**src/rtl/bram_reader_pkg.sv**
```systemverilog
// Shared constants and sizing helpers for the bram_sync_sp read engine.
// The output buffer holds READ_LATENCY+1 words.
package bram_reader_pkg;

    typedef logic [1:0] state_t;

    localparam state_t ST_IDLE  = 2'd0;
    localparam state_t ST_ISSUE = 2'd1;
    localparam state_t ST_DRAIN = 2'd2;

    // One slot per pipeline stage plus one, which keeps the stream at full rate.
    function automatic int buf_depth(input int read_latency);
        return read_latency + 1;
    endfunction

    function automatic int ptr_width(input int depth);
        return (depth <= 2) ? 1 : $clog2(depth);
    endfunction

endpackage

```
**src/rtl/bram_reader_out_fifo.sv**
```systemverilog
// Small first-word-fall-through FIFO that holds {last, data} entries.
// pop_data always shows the head entry, so it is stable while the entry waits.
module bram_reader_out_fifo
    import bram_reader_pkg::*;
#(
    parameter int WIDTH = 33,
    parameter int DEPTH = 2,
    parameter int CNT_W = ptr_width(DEPTH) + 1
) (
    input  logic             clk,
    input  logic             rst_n,
    input  logic             push,
    input  logic [WIDTH-1:0] push_data,
    input  logic             pop,
    output logic [WIDTH-1:0] pop_data,
    output logic [CNT_W-1:0] count
);

    localparam int PTR_W = CNT_W - 1;
    localparam logic [PTR_W-1:0] LAST_PTR = PTR_W'(DEPTH - 1);
    localparam logic [PTR_W-1:0] PTR_ONE  = PTR_W'(1);
    localparam logic [CNT_W-1:0] DEPTH_C  = CNT_W'(DEPTH);
    localparam logic [CNT_W-1:0] CNT_ONE  = CNT_W'(1);

    logic [WIDTH-1:0] mem_r [DEPTH];
    logic [PTR_W-1:0] wr_ptr_r;
    logic [PTR_W-1:0] rd_ptr_r;
    logic [CNT_W-1:0] count_r;
    logic             push_ok_s;
    logic             pop_ok_s;

    function automatic logic [PTR_W-1:0] next_ptr(input logic [PTR_W-1:0] p);
        return (p == LAST_PTR) ? {PTR_W{1'b0}} : (p + PTR_ONE);
    endfunction

    assign pop_ok_s  = pop && (count_r != {CNT_W{1'b0}});
    assign push_ok_s = push && ((count_r < DEPTH_C) || pop_ok_s);

    // Storage array; cleared on reset so the stream data reads as zero afterwards
    always_ff @(posedge clk or negedge rst_n) begin
        if (!rst_n) begin
            for (int i = 0; i < DEPTH; i++) begin
                mem_r[i] <= {WIDTH{1'b0}};
            end
        end else if (push_ok_s) begin
            mem_r[wr_ptr_r] <= push_data;
        end else begin
            mem_r[wr_ptr_r] <= mem_r[wr_ptr_r];
        end
    end

    // Read/write pointers and occupancy
    always_ff @(posedge clk or negedge rst_n) begin
        if (!rst_n) begin
            wr_ptr_r <= {PTR_W{1'b0}};
            rd_ptr_r <= {PTR_W{1'b0}};
            count_r  <= {CNT_W{1'b0}};
        end else begin
            wr_ptr_r <= push_ok_s ? next_ptr(wr_ptr_r) : wr_ptr_r;
            rd_ptr_r <= pop_ok_s  ? next_ptr(rd_ptr_r) : rd_ptr_r;
            case ({push_ok_s, pop_ok_s})
                2'b10:   count_r <= count_r + CNT_ONE;
                2'b01:   count_r <= count_r - CNT_ONE;
                default: count_r <= count_r;
            endcase
        end
    end

    assign pop_data = mem_r[rd_ptr_r];
    assign count    = count_r;

endmodule

```
**src/rtl/bram_sync_sp_reader.sv**
```systemverilog
// Read engine for the single-port synchronous BRAM. It walks an address range,
// tracks the fixed read latency, and streams the words out with a credit-limited buffer.
module bram_sync_sp_reader
    import bram_reader_pkg::*;
#(
    parameter int DATA_WIDTH   = 32,
    parameter int ADDR_WIDTH   = 10,
    parameter int READ_LATENCY = 1
) (
    input  logic                  clk,
    input  logic                  rst_n,
    input  logic                  start,
    input  logic [ADDR_WIDTH-1:0] start_addr,
    input  logic [ADDR_WIDTH:0]   length,
    output logic                  busy,
    output logic                  done,
    output logic [ADDR_WIDTH-1:0] bram_addr,
    output logic                  bram_wr,
    output logic                  bram_rd_en,
    input  logic [DATA_WIDTH-1:0] bram_data,
    output logic [DATA_WIDTH-1:0] m_data,
    output logic                  m_valid,
    output logic                  m_last,
    input  logic                  m_ready
);

    localparam int DEPTH = buf_depth(READ_LATENCY);
    localparam int CNT_W = ptr_width(DEPTH) + 1;
    localparam logic [CNT_W-1:0]      DEPTH_C  = CNT_W'(DEPTH);
    localparam logic [CNT_W-1:0]      CNT_ONE  = CNT_W'(1);
    localparam logic [ADDR_WIDTH-1:0] ADDR_ONE = ADDR_WIDTH'(1);
    localparam logic [ADDR_WIDTH:0]   LEN_ONE  = (ADDR_WIDTH + 1)'(1);
    localparam logic [ADDR_WIDTH:0]   LEN_ZERO = (ADDR_WIDTH + 1)'(0);

    state_t                  state_r;
    logic [ADDR_WIDTH-1:0]   addr_r;
    logic [ADDR_WIDTH:0]     rem_issue_r;
    logic [ADDR_WIDTH:0]     rem_out_r;
    logic [CNT_W-1:0]        used_r;
    logic [READ_LATENCY-1:0] vld_pipe_r;
    logic [READ_LATENCY-1:0] last_pipe_r;
    logic                    done_zero_r;

    logic                    accept_s;
    logic                    zero_start_s;
    logic                    issue_s;
    logic                    pop_s;
    logic                    final_pop_s;
    logic                    push_s;
    logic [DATA_WIDTH:0]     fifo_out_s;
    logic [CNT_W-1:0]        fifo_count_s;

    assign accept_s     = (state_r == ST_IDLE) && start && (length != LEN_ZERO);
    assign zero_start_s = (state_r == ST_IDLE) && start && (length == LEN_ZERO);
    assign m_valid      = (fifo_count_s != {CNT_W{1'b0}});
    assign pop_s        = m_valid && m_ready;
    // A pop in this cycle frees its slot in time for a read issued in the same cycle.
    assign issue_s      = (state_r == ST_ISSUE) && ((used_r < DEPTH_C) || pop_s);
    assign final_pop_s  = (state_r == ST_DRAIN) && pop_s && (rem_out_r == LEN_ONE);
    assign push_s       = vld_pipe_r[READ_LATENCY-1];

    // Control FSM together with the issue address and issue counter
    always_ff @(posedge clk or negedge rst_n) begin
        if (!rst_n) begin
            state_r     <= ST_IDLE;
            addr_r      <= {ADDR_WIDTH{1'b0}};
            rem_issue_r <= LEN_ZERO;
        end else begin
            case (state_r)
                ST_IDLE: begin
                    if (accept_s) begin
                        state_r     <= ST_ISSUE;
                        addr_r      <= start_addr;
                        rem_issue_r <= length;
                    end else begin
                        state_r <= ST_IDLE;
                    end
                end
                ST_ISSUE: begin
                    if (issue_s) begin
                        addr_r      <= addr_r + ADDR_ONE;
                        rem_issue_r <= rem_issue_r - LEN_ONE;
                        state_r     <= (rem_issue_r == LEN_ONE) ? ST_DRAIN : ST_ISSUE;
                    end else begin
                        state_r <= ST_ISSUE;
                    end
                end
                ST_DRAIN: begin
                    state_r <= final_pop_s ? ST_IDLE : ST_DRAIN;
                end
                default: begin
                    state_r <= ST_IDLE;
                end
            endcase
        end
    end

    // Words still owed downstream, and the zero-length completion strobe
    always_ff @(posedge clk or negedge rst_n) begin
        if (!rst_n) begin
            rem_out_r   <= LEN_ZERO;
            done_zero_r <= 1'b0;
        end else begin
            done_zero_r <= zero_start_s;
            if (accept_s) begin
                rem_out_r <= length;
            end else if (pop_s) begin
                rem_out_r <= rem_out_r - LEN_ONE;
            end else begin
                rem_out_r <= rem_out_r;
            end
        end
    end

    // Credits in use: words buffered plus reads still inside the BRAM latency
    always_ff @(posedge clk or negedge rst_n) begin
        if (!rst_n) begin
            used_r <= {CNT_W{1'b0}};
        end else begin
            case ({issue_s, pop_s})
                2'b10:   used_r <= used_r + CNT_ONE;
                2'b01:   used_r <= used_r - CNT_ONE;
                default: used_r <= used_r;
            endcase
        end
    end

    // Read-valid and last-word tags delayed to line up with bram_data
    always_ff @(posedge clk or negedge rst_n) begin
        if (!rst_n) begin
            vld_pipe_r  <= {READ_LATENCY{1'b0}};
            last_pipe_r <= {READ_LATENCY{1'b0}};
        end else begin
            vld_pipe_r[0]  <= issue_s;
            last_pipe_r[0] <= issue_s && (rem_issue_r == LEN_ONE);
            for (int i = 1; i < READ_LATENCY; i++) begin
                vld_pipe_r[i]  <= vld_pipe_r[i-1];
                last_pipe_r[i] <= last_pipe_r[i-1];
            end
        end
    end

    bram_reader_out_fifo #(
        .WIDTH (DATA_WIDTH + 1),
        .DEPTH (DEPTH),
        .CNT_W (CNT_W)
    ) u_out_fifo (
        .clk       (clk),
        .rst_n     (rst_n),
        .push      (push_s),
        .push_data ({last_pipe_r[READ_LATENCY-1], bram_data}),
        .pop       (pop_s),
        .pop_data  (fifo_out_s),
        .count     (fifo_count_s)
    );

    assign busy       = (state_r != ST_IDLE);
    assign done       = done_zero_r || final_pop_s;
    assign bram_addr  = addr_r;
    assign bram_wr    = 1'b0;
    assign bram_rd_en = issue_s;
    assign m_data     = fifo_out_s[DATA_WIDTH-1:0];
    assign m_last     = fifo_out_s[DATA_WIDTH] && m_valid;

endmodule

```
**config.mk**
```make
export PLATFORM = sky130hd
export DESIGN_NAME = bram_sync_sp_reader
export DESIGN_NICKNAME = d
export VERILOG_FILES = /design/src/rtl/bram_reader_pkg.sv /design/src/rtl/bram_reader_out_fifo.sv /design/src/rtl/bram_sync_sp_reader.sv
export SDC_FILE = /design/constraint.sdc
export NUM_CORES = 1
export LEC_CHECK = 0
export ABC_AREA = 1
export CAP_MARGIN = 20
export CORE_UTILIZATION = 53
export CTS_CLUSTER_SIZE = 40
export DETAILED_ROUTE_END_ITERATION = 8
export MAX_ROUTING_LAYER = met4
export PLACE_DENSITY = 0.81
export SYNTH_ARGS = -nofsm -noshare
export SYNTH_HDL_FRONTEND = slang
export SYNTH_SLANG_ARGS = --single-unit
```
**constraint.sdc**
```tcl
create_clock -name clk -period 2.2 [get_ports clk]
set_input_delay 0.44 -clock clk [delete_from_list [all_inputs] [get_ports clk]]
set_output_delay 0.44 -clock clk [all_outputs]
set_load 0.05 [all_outputs]
```
==> impl_metrics.toml, run 1 <==
[outcome]
status = "finished clean"

[cells_and_area]
stdcell_area_um2 = 7410
utilization_pct = 72.1
fill_cells = 796
fin_cells = 917
diodes = 0
layout-drive-gt1-share_pct = 13.8
area_growth_pct = 32.2
finalNetCount = 840

[clock_tree]
cts_tree = "done"
clock_sink_count = 109
cts_root_buf = "clkbuf_8"
clk_path_buf_depth = 2
worst_setup_hold_path_clk_slew_ns = 0.11
cts_buffers = 9
clkLatencyLatePin_ns = 0.38
h-tree-depth = 3

[yosys]
yosysSeqAreaShare_pct = 48.6
yosysTopAreaCell = "dfrtp_1"
synth_top_area_share_pct = 48.6
synth-main-ff-cell = "dfrtp_1"
synth_cell_types = 37
synth_top_family_by_area = "simple AND/OR/NAND/NOR gates"
synthMuxAreaShare_pct = 6.63
synth-simple-area-share_pct = 23.0
ys_ff_latch = 109
synthXorXnorAreaFrac_pct = 2.03
yosysMostFrequentCell = "nand2_1"
synth_nets = 732
synth_area_leaders = "dfrtp_1, nand2_1, mux2_1"
syn_area_um2 = 5610
yosys_warnings = 0
netlist_instances = 668
avgSynthCellArea_um2 = 8.40
synth_edf_count = 0
async_flop_share_pct = 100
yosys-top-cells-count = "nand2_1, dfrtp_1, inv_1, o21ai_0, nand3_1"
synth_compound_area_share_pct = 10.5
synth_fa_ha_area_share_pct = 1.56

[timing]
max_freq_ghz = 0.466
tns_ns = 0
rsz0062_at_grt = "true"
relSlewSlack_pct = 65.9
final_hold_viol_count = 0
slew_violations = 0
skew_ns = 0.0131
min_period_ns = 2.14
period_share_pct = 97.5
setup_viol = 0
tightest_slew_ns = 0.510
timing.hold.ws_ns = 0.465

[die]
die_h_um = 105
num_rows = 37
initial_core_util_pct = 54.6
core-area_um2 = 10300
die_area_um2 = 11000
die_x_um = 105
io_pins = 105

[detailed_routing]
drc_errors = 0
vias = 4796
drtIter0Drc = 210
wl_um = 13000
drt-wirelength-per-cell_um = 14.2
routed_via_density = 5.23
dr.pass1.iters = 5
postRouteAntennaNets = 0

[setup_path]
worstPathRequired_ns = 1.76
worstPathArrival_ns = 1.70
crit_path_start_kind = "flip-flop"
cp-end-kind = "output pin"
critical_path_class = "flip-flop to output pin"
worstPathMaxFanout = 20

[pwr]
vdd_drop_max_mv = 1.01
cellPowerDensity_nw_per_um2 = 1840
p_leak_nw = 3.44

[global_route]
grt_pass1_vias = 4720
antenna_found_initial = 0
grt_max_degree = 63
grt_pass1_wl_um = 21700
gr-total-overflow = 0
grt_usage_pct = 25.4

[min_path]
hp-class = "primary input to async pin"

[placed_design]
placed_cell_area_um2 = 7200
hpwl_um = 9450
placedCellCount = 900
port-buffer-count = 103
place_congestion = 0.864

[job]
drv_cap = 0
[area by class of cell]
cell class | count | area (µm²) | area share (%)
inverter | 72 | 275 | 3.71
tap | 136 | 170 | 2.30
timing repair buffer | 123 | 1580 | 21.3
multi-input combinational | 461 | 2470 | 33.3
clock inverter | 7 | 66.3 | 0.895
clock buffer | 9 | 124 | 1.67
sequential | 109 | 2730 | 36.8
[cell usage in the layout (no fill, tap or decap), drive strengths merged]
cell,synthesis,layout
xnor2,4,4
nand4,4,4
nor2,40,40
nand3,46,46
o31ai,1,1
nand3b,2,2
clkdlybuf4s50,0,65
clkbuf,8,9
a21oi,8,8
clkinv,0,1
dlygate4sd3,0,1
inv,72,76
conb,1,1
o21ai,94,94
or2,6,6
mux2,33,33
xor2,9,9
clkinvlp,0,2
ha,7,7
dfrtp,109,109
nor4,1,1
nor3,3,3
o21bai,2,2
buf,18,57
nand2,200,200
[critical path, cell delays in order, from the launching register on]
cell and delay (ns):
dfrtp_2 0.54, buf_12 0.20, o21ai_0 0.38, buf_12 0.20
[what timing repair did]
action	CTS	global route
endpoints found under the hold margin	18	0
gates resized for setup	3	16
endpoints found under the setup margin	3	15
buffers inserted	0	0
hold buffers	1	0
[per-stage QoR]
step	total power, W	setup WS (ns)
after floorplan	0.00895	0.000445
after global placement	0.0121	0.0928
after detailed placement	0.0124	-0.0331
after CTS	0.0137	0.0134
after global routing	0.0145	-0.00277
final	0.0136	0.0552
[where the power goes]
part           internal (W)  switching (W)
registers           0.00298       0.000632
logic               0.00362        0.00519
clock network      0.000442       0.000750
total               0.00705        0.00658
[per-layer routing]
metal	wire [µm]	share of wire, %	vias up	GRT usage [%]
li1	-	-	2353	-
met4	220	1.7	0	9.56
met1	5750	44	2297	32.7
met5	0	0	-	-
met3	547	4.2	18	2.74
met2	6480	50	128	41.8
[state kept, by name, indices dropped and copies added (netlist names), 2 cells and up]
signal and count:
bram_addr 10, rem_issue_r 11, rem_out_r 11, state_r 2
u_out_fifo.count 2, u_out_fifo.mem_r 66, used_r 2
[path summary, 6_finish.rpt]
path / from / cells after the start / end / slack, ns
worst max-delay path: u_out_fifo.rd_ptr_r$_DFFE_PN0P_ / 3 / m_data[26] / 0.06
worst min-delay path: rst_n / 2 / u_out_fifo.mem_r[17]$_DFFE_PN0P_ / 0.47
worst max register to register: u_out_fifo.count[0]$_DFFE_PN0P_ / 7 / u_out_fifo.count[1]$_DFFE_PN0P_ / 0.43
worst min register to register: u_out_fifo.mem_r[18]$_DFFE_PN0P_ / 1 / u_out_fifo.mem_r[18]$_DFFE_PN0P_ / 0.50
max in group asynchronous: rst_n / 3 / rem_issue_r[0]$_DFFE_PN0P_ / 1.05
min in group clk: u_out_fifo.mem_r[18]$_DFFE_PN0P_ / 1 / u_out_fifo.mem_r[18]$_DFFE_PN0P_ / 0.50
[logic make-up after synthesis]
logic type,after synthesis
AND/OR/NAND/NOR,302
flip-flops,109
AO/OA/AOI/OAI,105
buffers and inverters,98
multiplexers,33
XOR/XNOR,13
adder cells (fa/ha/maj),7
other,1
(Power assumes the default switching activity.)
==> inputs of run 2 (changes only) <==
--- a/config.mk
+++ b/config.mk
@@ -7,6 +7,7 @@
 export LEC_CHECK = 0
 export ABC_AREA = 1
 export CAP_MARGIN = 20
+export CORE_MARGIN = 10
 export CORE_UTILIZATION = 53
 export CTS_CLUSTER_SIZE = 40
 export DETAILED_ROUTE_END_ITERATION = 8
==> impl_metrics.toml, run 2 (synthesis gave the netlist of run 1 again) <==
[outcome]
status = "finished clean"

[setup_path]
worstPathArrival_ns = 1.73
reg2reg_depth = 7
r2r_start = "u_out_fifo.count[0]$_DFFE_PN0P_"
cp-end-kind = "output pin"
critical_path_class = "flip-flop to output pin"
crit_path_start_kind = "flip-flop"
worstPathMaxFanout = 62
reg2reg_slack_ns = 0.44
r2r-end = "used_r[1]$_DFFE_PN0P_"
worstPathRequired_ns = 1.76

[cells_and_area]
finalNetCount = 834
stdcell_area_um2 = 7370
utilization_pct = 71.4
mostFrequentLayoutCell = "nand2_1"
largest_register_ffs = 66
diodes = 0
regMostFlops = "u_out_fifo.mem_r"
final_cell_mix = "nand2_1, dfrtp_1, inv_1, clkdlybuf4s50_1, o21ai_0"
reg_top3 = "u_out_fifo.mem_r x66, rem_issue_r x11, rem_out_r x11"
layout-drive-gt1-share_pct = 13.4
area_growth_pct = 31.4

[timing]
relSlewSlack_pct = 64.8
final_hold_viol_count = 0
min_period_ns = 2.17
rsz0062_at_grt = "true"
max_freq_ghz = 0.462
tightest_slew_ns = 0.527
slew_violations = 0
skew_ns = 0.0107
period_share_pct = 98.4
setup_viol = 0

[clock_tree]
cts_root_buf = "clkbuf_8"
cts_buffers = 9
clkLatencyLatePin_ns = 0.38
cts_tree = "done"
clock_sink_count = 109
h-tree-depth = 3
clk_path_buf_depth = 2
worst_setup_hold_path_clk_slew_ns = 0.11

[detailed_routing]
drtIter0Drc = 374
drc_errors = 0
vias = 4866
dr.pass1.iters = 7
drt-wirelength-per-cell_um = 15.7
wl_um = 14300
postRouteAntennaNets = 0
routed_via_density = 5.34

[pwr]
cellPowerDensity_nw_per_um2 = 1840
total_switching_power_w = 0.00662
p_comb_share_pct = 65.0
p_leak_nw = 3.43
p_int_w = 0.00697
pwr-share-seq_pct = 26.4
pwr-share-clk_pct = 8.6
switching_share_pct = 48.7
vdd_drop_max_mv = 1.06

[die]
core-area_um2 = 10300
io_pins = 105
die_h_um = 123
initial_core_util_pct = 54.3
num_rows = 37
die_x_um = 123
die_area_um2 = 15100

[placed_design]
port-buffer-count = 103
hpwl_um = 10500
placed_cell_area_um2 = 7160
place_congestion = 0.895

[global_route]
gr-total-overflow = 0
grt_pass1_vias = 4974
antenna_found_initial = 0
grt_max_degree = 63
grt_usage_pct = 19.6
grt_pass1_wl_um = 23600

[job]
drv_cap = 0

[min_path]
hp-class = "primary input to async pin"
## run 2: cell count changes in the layout (fill, tap and decap cells not counted), moves of 2 or more
cell     change
buf_4        -4
inv_8        -2
o21ai_0     +14
o21ai_1     -14
## run 2: metrics by stage
step / power, W / std cells / setup WS (ns) / TNS [ns] / hold slack (ns)
5_1_grt: 0.0145 / 911 / -0.0181 / -0.0181 / 0.0139
4_1_cts: 0.0136 / 910 / 0.0261 / 0 / 0.0121
6_report: 0.0136 / 911 / 0.0347 / 0 / 0.000656
2_1_floorplan: 0.00895 / 668 / 0.000445 / 0 / 0.144
3_5_place_dp: 0.0125 / 894 / 0.0631 / 0 / 0.421
3_3_place_gp: 0.0121 / 894 / 0.0888 / 0 / 0.412
## run 2: worst max path at each step
stage                                    start  slack, ns                              end  depth (start not counted)
2_1_floorplan  u_out_fifo.count[0]$_DFFE_PN0P_     0.0004                           m_last                          4
3_3_place_gp                           m_ready       0.09                             done                          6
3_5_place_dp                           m_ready       0.06  u_out_fifo.count[1]$_DFFE_PN0P_                          7
4_1_cts               rem_out_r[1]$_DFFE_PN0P_       0.03                             done                          7
5_1_grt               rem_out_r[1]$_DFFE_PN0P_      -0.02                             done                          7
6_report       u_out_fifo.rd_ptr_r$_DFFE_PN0P_       0.03                       m_data[24]                          3
## run 2: cell type report
class	count	area [µm²]
multi-input cells	461	2480
clock inverters	6	53.8
well taps	136	170
fillers	764	2960
repair buffers	117	1530
inverters	72	275
flip-flops and latches	109	2730
clock buffers	10	128
## run 2: layer usage
layer	GRT usage [%]	wire length, µm
met1	25.0	6390
met2	31.3	6920
met3	3.40	821
met4	5.52	170
met5	-	0
## run 2: repair_timing
item / in CTS / in global routing
hold endpoints to repair: 0 / 0
hold buffers: 0 / 0
endpoints found under the setup margin: 0 / 4
buffers inserted: 0 / 1
resized for setup: 0 / 8
## run 2: power groups by stage
stage / Sequential, W / Combinational, W / Clock (W)
floorplan: 0.00372 / 0.00523 / 0
global placement: 0.00354 / 0.00854 / 0
detailed placement: 0.00361 / 0.00884 / 0
CTS: 0.00358 / 0.00887 / 0.00117
global route: 0.00370 / 0.00957 / 0.00126
finish: 0.00359 / 0.00884 / 0.00116
## run 2: worst max-delay path, stage by stage (launching register included)
cell and delay (ns):
dfrtp_2 0.48, buf_12 0.20, o21ai_0 0.44, buf_12 0.20
==> inputs of run 3 (changes only) <==
--- a/config.mk
+++ b/config.mk
@@ -9,6 +9,7 @@
 export CAP_MARGIN = 20
 export CORE_MARGIN = 10
 export CORE_UTILIZATION = 53
+export CTS_CLUSTER_DIAMETER = 50
 export CTS_CLUSTER_SIZE = 40
 export DETAILED_ROUTE_END_ITERATION = 8
 export MAX_ROUTING_LAYER = met4
==> results of run 3 <==
No change in the layout: final DEF, timing and power equal those of run 2.
